===== src/rtl/alu_rs_pkg.sv =====
// Shared op encodings, ROB tag type and the CDB capture helper for the ALU reservation station.
package alu_rs_pkg;

   localparam int OP_W  = 6;
   localparam int ROB_W = 4;

   typedef enum logic [OP_W-1:0] {
      OPENUM_NOP = 6'd0,
      OPENUM_LUI, OPENUM_AUIPC, OPENUM_JAL, OPENUM_JALR,
      OPENUM_BEQ, OPENUM_BNE, OPENUM_BLT, OPENUM_BGE, OPENUM_BLTU, OPENUM_BGEU,
      OPENUM_ADD, OPENUM_SUB, OPENUM_AND, OPENUM_OR, OPENUM_XOR,
      OPENUM_SLL, OPENUM_SRL, OPENUM_SRA, OPENUM_SLT, OPENUM_SLTU
   } openum_e;

   localparam logic [ROB_W-1:0] ZERO_ROB  = '0;
   localparam logic [31:0]      ZERO_WORD = '0;

   typedef struct packed {
      logic [ROB_W-1:0] tag;
      logic [31:0]      val;
   } opnd_t;

   // Operand capture from the two result buses; ALU bus wins, a zero bus tag never matches.
   function automatic opnd_t cdb_fwd(input logic [ROB_W-1:0] tag, input logic [31:0] val,
                                     input logic [ROB_W-1:0] alu_tag, input logic [31:0] alu_val,
                                     input logic [ROB_W-1:0] lsb_tag, input logic [31:0] lsb_val);
      opnd_t r;
      r.tag = tag;
      r.val = val;
      if (tag != ZERO_ROB) begin
         if (tag == alu_tag) begin
            r.tag = ZERO_ROB;
            r.val = alu_val;
         end else if (tag == lsb_tag) begin
            r.tag = ZERO_ROB;
            r.val = lsb_val;
         end
      end
      return r;
   endfunction

endpackage


===== src/rtl/rs_prio_enc.sv =====
// Lowest-index-set-bit encoder: index of the first set request bit plus a found flag.
module rs_prio_enc #(
   parameter int N = 8,
   parameter int W = 3
) (
   input  logic [N-1:0] req,
   output logic [W-1:0] idx,
   output logic         found
);

   always_comb begin
      idx   = '0;
      found = 1'b0;
      for (int i = N - 1; i >= 0; i--) begin
         if (req[i]) begin
            idx   = W'(i);
            found = 1'b1;
         end
      end
   end

endmodule


===== src/rtl/alu_rs.sv =====
// Reservation station for the shared ALU: buffers dispatched ops, wakes operands from both CDBs,
// issues the lowest-index ready entry per cycle into registered ALU operand outputs.
module alu_rs
   import alu_rs_pkg::*;
#(
   parameter int RS_SIZE  = 8,
   parameter int RS_IDX_W = 3
) (
   input  logic             clk,
   input  logic             rst,
   input  logic             rdy,
   input  logic             in_clear,
   input  logic             in_disp_en,
   input  logic [OP_W-1:0]  in_disp_op,
   input  logic [31:0]      in_disp_val1,
   input  logic [31:0]      in_disp_val2,
   input  logic [ROB_W-1:0] in_disp_tag1,
   input  logic [ROB_W-1:0] in_disp_tag2,
   input  logic [31:0]      in_disp_imm,
   input  logic [31:0]      in_disp_pc,
   input  logic [ROB_W-1:0] in_disp_rob_tag,
   input  logic [ROB_W-1:0] in_alu_cdb_tag,
   input  logic [31:0]      in_alu_cdb_val,
   input  logic [ROB_W-1:0] in_lsb_cdb_tag,
   input  logic [31:0]      in_lsb_cdb_val,
   output logic             out_full,
   output logic [OP_W-1:0]  out_op,
   output logic [31:0]      out_value1,
   output logic [31:0]      out_value2,
   output logic [31:0]      out_imm,
   output logic [31:0]      out_pc,
   output logic [ROB_W-1:0] out_rob_tag
);

   logic [RS_SIZE-1:0] valid;
   logic [OP_W-1:0]    op_q   [RS_SIZE];
   logic [31:0]        val1_q [RS_SIZE];
   logic [31:0]        val2_q [RS_SIZE];
   logic [ROB_W-1:0]   tag1_q [RS_SIZE];
   logic [ROB_W-1:0]   tag2_q [RS_SIZE];
   logic [31:0]        imm_q  [RS_SIZE];
   logic [31:0]        pc_q   [RS_SIZE];
   logic [ROB_W-1:0]   rtag_q [RS_SIZE];

   opnd_t              wk1 [RS_SIZE];
   opnd_t              wk2 [RS_SIZE];
   logic [RS_SIZE-1:0] ready;
   logic [RS_SIZE-1:0] free_vec;
   opnd_t              disp1;
   opnd_t              disp2;
   logic [RS_IDX_W-1:0] free_idx;
   logic [RS_IDX_W-1:0] iss_idx;
   logic               free_found;
   logic               iss_found;

   genvar g;
   generate
      for (g = 0; g < RS_SIZE; g++) begin : g_entry
         assign wk1[g] = cdb_fwd(tag1_q[g], val1_q[g], in_alu_cdb_tag, in_alu_cdb_val,
                                 in_lsb_cdb_tag, in_lsb_cdb_val);
         assign wk2[g] = cdb_fwd(tag2_q[g], val2_q[g], in_alu_cdb_tag, in_alu_cdb_val,
                                 in_lsb_cdb_tag, in_lsb_cdb_val);
         // Readiness looks at registered tags only, so a wakeup issues one edge later.
         assign ready[g] = valid[g] && (tag1_q[g] == ZERO_ROB) && (tag2_q[g] == ZERO_ROB);
      end
   endgenerate

   assign disp1 = cdb_fwd(in_disp_tag1, in_disp_val1, in_alu_cdb_tag, in_alu_cdb_val,
                          in_lsb_cdb_tag, in_lsb_cdb_val);
   assign disp2 = cdb_fwd(in_disp_tag2, in_disp_val2, in_alu_cdb_tag, in_alu_cdb_val,
                          in_lsb_cdb_tag, in_lsb_cdb_val);

   assign free_vec = ~valid;
   assign out_full = &valid;

   rs_prio_enc #(.N(RS_SIZE), .W(RS_IDX_W)) u_free_enc (
      .req   (free_vec),
      .idx   (free_idx),
      .found (free_found)
   );

   rs_prio_enc #(.N(RS_SIZE), .W(RS_IDX_W)) u_issue_enc (
      .req   (ready),
      .idx   (iss_idx),
      .found (iss_found)
   );

   always_ff @(posedge clk) begin
      if (!rst) begin
         valid       <= '0;
         out_op      <= OPENUM_NOP;
         out_value1  <= ZERO_WORD;
         out_value2  <= ZERO_WORD;
         out_imm     <= ZERO_WORD;
         out_pc      <= ZERO_WORD;
         out_rob_tag <= ZERO_ROB;
      end else if (rdy) begin
         if (in_clear) begin
            valid       <= '0;
            out_op      <= OPENUM_NOP;
            out_rob_tag <= ZERO_ROB;
         end else begin
            for (int i = 0; i < RS_SIZE; i++) begin
               if (valid[i]) begin
                  tag1_q[i] <= wk1[i].tag;
                  val1_q[i] <= wk1[i].val;
                  tag2_q[i] <= wk2[i].tag;
                  val2_q[i] <= wk2[i].val;
               end
            end

            if (iss_found) begin
               out_op           <= op_q[iss_idx];
               out_value1       <= val1_q[iss_idx];
               out_value2       <= val2_q[iss_idx];
               out_imm          <= imm_q[iss_idx];
               out_pc           <= pc_q[iss_idx];
               out_rob_tag      <= rtag_q[iss_idx];
               valid[iss_idx]   <= 1'b0;
            end else begin
               out_op      <= OPENUM_NOP;
               out_rob_tag <= ZERO_ROB;
            end

            // Free slot comes from pre-edge valid bits, so it can never be the issuing slot.
            if (in_disp_en && free_found) begin
               valid[free_idx]  <= 1'b1;
               op_q[free_idx]   <= in_disp_op;
               tag1_q[free_idx] <= disp1.tag;
               val1_q[free_idx] <= disp1.val;
               tag2_q[free_idx] <= disp2.tag;
               val2_q[free_idx] <= disp2.val;
               imm_q[free_idx]  <= in_disp_imm;
               pc_q[free_idx]   <= in_disp_pc;
               rtag_q[free_idx] <= in_disp_rob_tag;
            end
         end
      end
   end

endmodule


===== config.mk =====
export PLATFORM = sky130hd
export DESIGN_NAME = alu_rs
export DESIGN_NICKNAME = d
export VERILOG_FILES = /design/src/rtl/alu_rs_pkg.sv /design/src/rtl/rs_prio_enc.sv /design/src/rtl/alu_rs.sv
export SDC_FILE = /design/constraint.sdc
export NUM_CORES = 2
export LEC_CHECK = 0
export CELL_PAD_IN_SITES_DETAIL_PLACEMENT = 0
export CELL_PAD_IN_SITES_GLOBAL_PLACEMENT = 1
export CORE_MARGIN = 8
export CORE_UTILIZATION = 40
export DETAILED_ROUTE_END_ITERATION = 7
export PLACE_DENSITY = 0.68
export SYNTH_ARGS = -nofsm -noshare
export SYNTH_HDL_FRONTEND = slang
export SYNTH_SLANG_ARGS = --single-unit

===== constraint.sdc =====
create_clock -name clk -period 6.1 [get_ports clk]
set_clock_uncertainty 0.2 [all_clocks]
set_input_delay 1.83 -clock clk [delete_from_list [all_inputs] [get_ports clk]]
set_output_delay 1.83 -clock clk [all_outputs]
set_load 0.1 [all_outputs]

Word level (Yosys, flattened, before mapping):

Memory sizes are Yosys's and may differ from the RTL's. A register that Yosys moved wholly into a read port is not among the register bits.
Cells that the tools add are included.

* shift operators: 0
* div/mod/pow operators: 0
* muxes and demuxes: 145
* bitwise logic cells: 5
* reduce and logical (&&, ||, !) cells: 75
* $lt $le $gt $ge: 4
* multiply operators: 0
* eq/ne operators: 68
* add/sub/neg operators: 0

Operators with widths (number)
* 36-bit two-way mux: 54
* 4-bit equality test: 36
* 4-bit nonzero test: 18
* 4-bit zero test: 16
* 1-bit two-way mux: 63
* 3-bit AND reduction: 17
* 3-bit two-way mux: 16
* 8-bit two-way mux: 6
* 3-bit inequality test, second input constant: 16
* 1-bit logical AND: 19
* 1-bit inequality test, second input constant: 16
* 8-bit NOT: 2
* 6-bit two-way mux: 2
* 8-bit AND: 1
* 3-bit by 4-bit less-than comparator with 1-bit output, second input constant: 2
* 4-bit two-way mux: 2
* 8-bit bitwise OR: 1
* 8-bit AND reduction: 1
* 1-bit demux with 3-bit select: 2
* 3-bit by 1-bit greater-or-equal comparator with 1-bit output, second input constant: 2
* 1-bit zero test: 4
* 1-bit NOT: 1

* RAM bits: 1168
* ROM bits: 0
* bits in latches: 0
* memories: 8
* flip-flop bits (word level): 18
* bits of input ports: 223

Memory list
* imm_q: words 8, width 32, rd ports 1, clocked after memory_dff 1, wr ports 1, RTL line alu_rs.sv:41 `logic [31:0] imm_q [RS_SIZE];`
* pc_q: words 8, width 32, rd ports 1, clocked after memory_dff 1, wr ports 1, RTL line alu_rs.sv:42 `logic [31:0] pc_q [RS_SIZE];`
* val1_q: words 8, width 32, rd ports 1, clocked after memory_dff 1, wr ports 9, RTL line alu_rs.sv:37 `logic [31:0] val1_q [RS_SIZE];`
* val2_q: words 8, width 32, rd ports 1, clocked after memory_dff 1, wr ports 9, RTL line alu_rs.sv:38 `logic [31:0] val2_q [RS_SIZE];`
* op_q: words 8, width 6, rd ports 1, clocked after memory_dff 0, wr ports 1, RTL line alu_rs.sv:36 `logic [OP_W-1:0] op_q [RS_SIZE];`
* rtag_q: words 8, width 4, rd ports 1, clocked after memory_dff 0, wr ports 1, RTL line alu_rs.sv:43 `logic [ROB_W-1:0] rtag_q [RS_SIZE];`
* 2 more memories

Logic depth before layout (Yosys ltp):

* depth after elaboration: 24
* depth in mapped cells: 13
* gate-level depth less buffers: 10

Modules after synthesis:

From an unflattened synthesis, not the netlist that was laid out.

* cells, all modules: 4602
* area, all modules: 65704.3 um2

By module, submodules not included
* alu_rs: cells each 4576, times used 1, area each 65544.1 um2
* rs_prio_enc: cells each 13, times used 2, area each 80.1 um2

Least setup slack after synthesis:

No wires, ideal clock.

* path kind: input-to-reg
* from: input in_alu_cdb_tag[1]
* to: memory val2_q[2][0], enable pin
* path buffers: 2
* data arrival time: 5525 ps
* data required time: 5430 ps
* path slack: -95 ps
* library setup time: 470 ps
* stages on the path: 6
* cell sequence: buf_2 -> buf_2 -> xor2_1 -> nor4_2 -> a41oi_1 -> o31ai_1

RTL lines
* from (decl): RTL line alu_rs.sv:22 `input logic [ROB_W-1:0] in_alu_cdb_tag,`
* to (decl): RTL line alu_rs.sv:38

Final worst setup path:

* from: register valid[0]
* to: output out_full

* cells in the longest elaborated chain, start to end: 1

RTL lines
* from (decl): RTL line alu_rs.sv:35 `logic [RS_SIZE-1:0] valid;`
* from (signal assigned): RTL line alu_rs.sv:90 `valid <= '0;`
* from (signal assigned): RTL line alu_rs.sv:99 `valid <= '0;`
* from (signal, indexed assignment): RTL line alu_rs.sv:119 `valid[iss_idx] <= 1'b0;`
* 8-bit AND reduction: RTL line alu_rs.sv:74 `assign out_full = &valid;`
* to (decl): RTL line alu_rs.sv:26 `output logic out_full,`

No other way between the ends.

==> run summary <==
The worst register-to-register path has a depth of 9. The core occupancy in the finished layout is 47.8%. Wires add up to between 200 and 250 mm. The kind of cell with the highest combined delay along the critical path is buffers and inverters. The final period utilization came out at a little over four fifths. The launch point of the worst reg-to-reg path is tag1_q[4][1]. The post-synthesis average cell area is approximately 12 um2. By count the netlist is led by 1168 x sky130_fd_sc_hd__edfxtp_1, 644 x sky130_fd_sc_hd__nand2_1, 639 x sky130_fd_sc_hd__mux2i_1.

The total non-filler cell area in the finished layout came out at slightly above 0.07 mm2. Detailed routing inserted a total of ~44000 vias. The flip-flop cell with the highest count after synthesis is sky130_fd_sc_hd__edfxtp_1. After clock tree synthesis, the setup repair step added 0 buffers. The row count is 143. The insertion delay to the later sink of the worst-skew pair came out at ~0.79 ns. TritonCTS built the clock tree. The number of violations reported at the end of detailed-routing iteration 0 is roughly 5300. The fill cell instance count of the final layout is approximately 14000. The checks that failed: DRC. The highest achievable clock rate came out at 193 MHz.

The data required time at the worst endpoint is 4.07 ns. Of the total power, the share spent switching nets is roughly 23%. The power density over the cells came out at around 280 mW/mm2. The minimum setup slack after placement came out at 0.486 ns. The share of power burned in combinational logic is 6.4%. The worst IR drop on VDD came out at about 0.31 mV. The post-detailed-route via-to-cell ratio came out at 6.01. The post-route total power came out at between 20 and 25 mW. The internal reg-to-reg setup slack came out at approximately 2.1 ns.

After synthesis, the cell types taking the most area are sky130_fd_sc_hd__edfxtp_1 57%, sky130_fd_sc_hd__mux2i_1 10%, sky130_fd_sc_hd__dfxtp_1 4.8%. Across the run, the number of max-cap violations was 0. The fraction of layout instances using a drive strength above 1 came out at approximately a tenth. The count of hold-fix buffers inserted at cts is 0. For this design, the slowest cell found on the critical path is sky130_fd_sc_hd__clkdlybuf4s50_1. The sequential cells in the finished layout cover a total of 0.0380 mm2. The area share of the largest cell type after synthesis is between 50 and 60%. The reported net switching power is 4.65 mW. The full die area is around 0.17 mm2.

The post-layout instance count excluding filler cells is roughly 7400. Setup total negative slack on the finished layout was measured at 0 ns. The post-cts resize count came out at 0.

The clock-pin slew on the worst setup and hold paths is roughly 0.060 ns. The distinct cell type count of the synthesized netlist is 54. The library cell with the highest instance count after synthesis is sky130_fd_sc_hd__edfxtp_1. The count of port buffers added during placement came out at 361. The starting density of the core is approximately 40%. The mapped netlist covers between 0.06 and 0.07 mm2. The fraction of power consumed by sequential logic came out at between 40% and 50%.

The portion of total power attributed to the clock network is between 40% and 50%. The first global-routing pass estimated 315 mm of wire. The total placed instance area is 0.0679 mm2. Summed over all layers, the global routing overflow is 0. The analysis attributes to cell leakage a power of about 24 nW. The count of flip-flops with a built-in enable after synthesis is 1168.

The largest total area in the synthesized netlist belongs to sky130_fd_sc_hd__edfxtp_1. Walking the worst path, the cells encountered are nand4_1 > nor3_1 > clkdlybuf4s50_1. The worst setup path is launched from a flop. The clock passes through at most 3 buffers. The number of buffers and inverters on the critical path is 1. The measured slew at the worst slew-check pin came out at between 1 and 1.5 ns.

The worst setup path is captured at a primary output. The H-tree depth came out at 4. Of all nets on the critical path, the largest fanout is 12.

The core area came out at approximately 0.15 mm2. The number of I/O pins came out at about 360. The run finished, with violations left. The proportion of synthesized chip area in sequential cells came out at 62.0%.

After detailed routing, the number of remaining DRC violations is 3. Measured against its own limit, the worst slew margin works out to between 10% and 20%. The count of placed standard cells including taps is 7100. The number of endpoints failing setup at the final stage came out at 0. The critical path in this run is classified as flop to primary output. The TritonCTS buffer count came out at 150. The worst hold slack across all endpoints came out at roughly 0.27 ns.

The worst register-to-register path ends at out_value1[12]. The warning count from the yosys run came out at 0. Once routing completed, OpenROAD measured the worst setup slack at 0.922 ns. The cell-internal power is 15.4 mW. Setup repair after global routing left no endpoint under its margin. The most critical setup path has its endpoint at out_full. The async set-reset flop share out of synthesis is 0%. The synthesized netlist cell count is between 5000 and 6000. In this run the worst setup path begins at valid[0]. The number of hold-slack violations in the final timing report is 0. The global-route usage over all layers is approximately a quarter. The maximum number of pins on one net before global-route repair came out at a little over 90.

The post-synth net total is ~5300. The logic depth of the worst setup path including buffers is 3. The highest cell delay on the worst timing path is ~1.2 ns.

The detailed placer's ending HPWL is ~130 mm. The arrival time of data at the critical path endpoint is roughly 3.2 ns. The horizontal extent of the die is approximately 410 um.

The number of sinks on the clock net came out at 1314. The final max-slew violation count is 0. The tightest min-delay check is of the flop to flop type.

The detailed-route wire length per cell is ~30 um. Summing all multi-input logic gate instances after layout gives around 0.021 mm2. In this run the clock root is driven by a sky130_fd_sc_hd__clkbuf_16. The area overhead of the layout relative to synthesis came out at 18.6%. The synthesis-stage register bit count is 1314.

The final weighted congestion in routability-driven placement came out at 0.824. The minimum period implied by the final worst setup slack came out at ~5.2 ns. The post-detailed-route count of antenna-violating nets is 0. For this run, the detailed router's first-pass iteration total came to 8. The initial antenna violation count came out at 13. The height of the chip came out at between 400 and 500 um. For this run, the post-layout net count is approximately 5400. The via count of the first global-routing pass is between 40000 and 50000.
[tightest hold or removal path, stage by stage, from the launching register on]
cell                      delay [ns]
sky130_fd_sc_hd__dfxtp_1        0.33
sky130_fd_sc_hd__a32oi_1        0.05
sky130_fd_sc_hd__o21ai_1        0.06
[cell type report]
cell class | instances | area share [%]
clock buffers | 214 | 5.70
well taps | 2030 | 3.49
repair buffers | 560 | 8.00
clock inverters | 66 | 0.922
diodes | 5 | 0.0172
flip-flops and latches | 1314 | 52.2
inverters | 10 | 0.120
multi-input cells | 3186 | 29.5
[how the worst min path moves through the flow]
stage	startpoint	endpoint	slack, ns	cells past startpoint
6_report	out_pc[4]	out_pc[4]	0.27	2
5_1_grt	out_op[3]	out_op[3]	0.29	1
4_1_cts	out_op[0]	out_op[0]	0.27	1
3_5_place_dp	out_op[0]	out_op[0]	0.26	1
3_3_place_gp	out_op[0]	out_op[0]	0.25	1
2_1_floorplan	valid[5]	valid[5]	0.27	2
[placed cells by master, fill, tap and decap left out, drive strengths merged, types with 7 or more instances in the layout]
master	n
bufinv	8
and3	7
mux2i	639
inv	19
clkbuf	214
dfxtp	146
nand2	645
a41oi	16
a211o	9
xor2	80
clkinv	47
buf	210
nor4	55
a21oi	250
o22ai	84
edfxtp	1168
a222oi	209
a32oi	81
clkdlybuf4s50	350
a22oi	90
xnor2	64
o31ai	29
nor2	302
nand3	61
o21ai	526
[sequential cells by signal, indices dropped and copies added (netlist names)]
| name | flops |
|---|---|
| imm_q | 256 |
| pc_q | 256 |
| val1_q | 256 |
| val2_q | 256 |
| op_q | 48 |
| out_imm | 32 |
| out_pc | 32 |
| out_value1 | 32 |
| out_value2 | 32 |
| rtag_q | 32 |
| tag1_q | 32 |
| tag2_q | 32 |
| valid | 8 |
| out_op | 6 |
| out_rob_tag | 4 |
[metal layers]
layer	global-route usage [%]	up-vias	wire length [um]
li1	-	19600	-
met1	34.2	22200	91400
met2	41.5	2150	103000
met3	4.40	399	17300
met4	8.53	4	7280
met5	0	-	26
[power groups by stage]
stage	Combinational (mW)	Clock (mW)	Sequential, mW
floorplan	0.670	0	10.0
global placement	1.24	0	10.0
detailed placement	1.26	0	10.0
CTS	1.27	9.06	9.83
global route	1.37	9.38	9.83
finish	1.28	8.91	9.83
[cells by family after synthesis]
family                    after synthesis  share of synthesized area, %
and+or+nand+nor                      1097                          7.69
DFF                                  1314                          62.0
xor gates and xnor gates              144                          2.06
buffers and inverters                 532                          3.76
muxes                                 639                          10.4
AOI/OAI and AO/OA                    1306                          14.1
No activity file was read; power rests on OpenSTA's default activity.
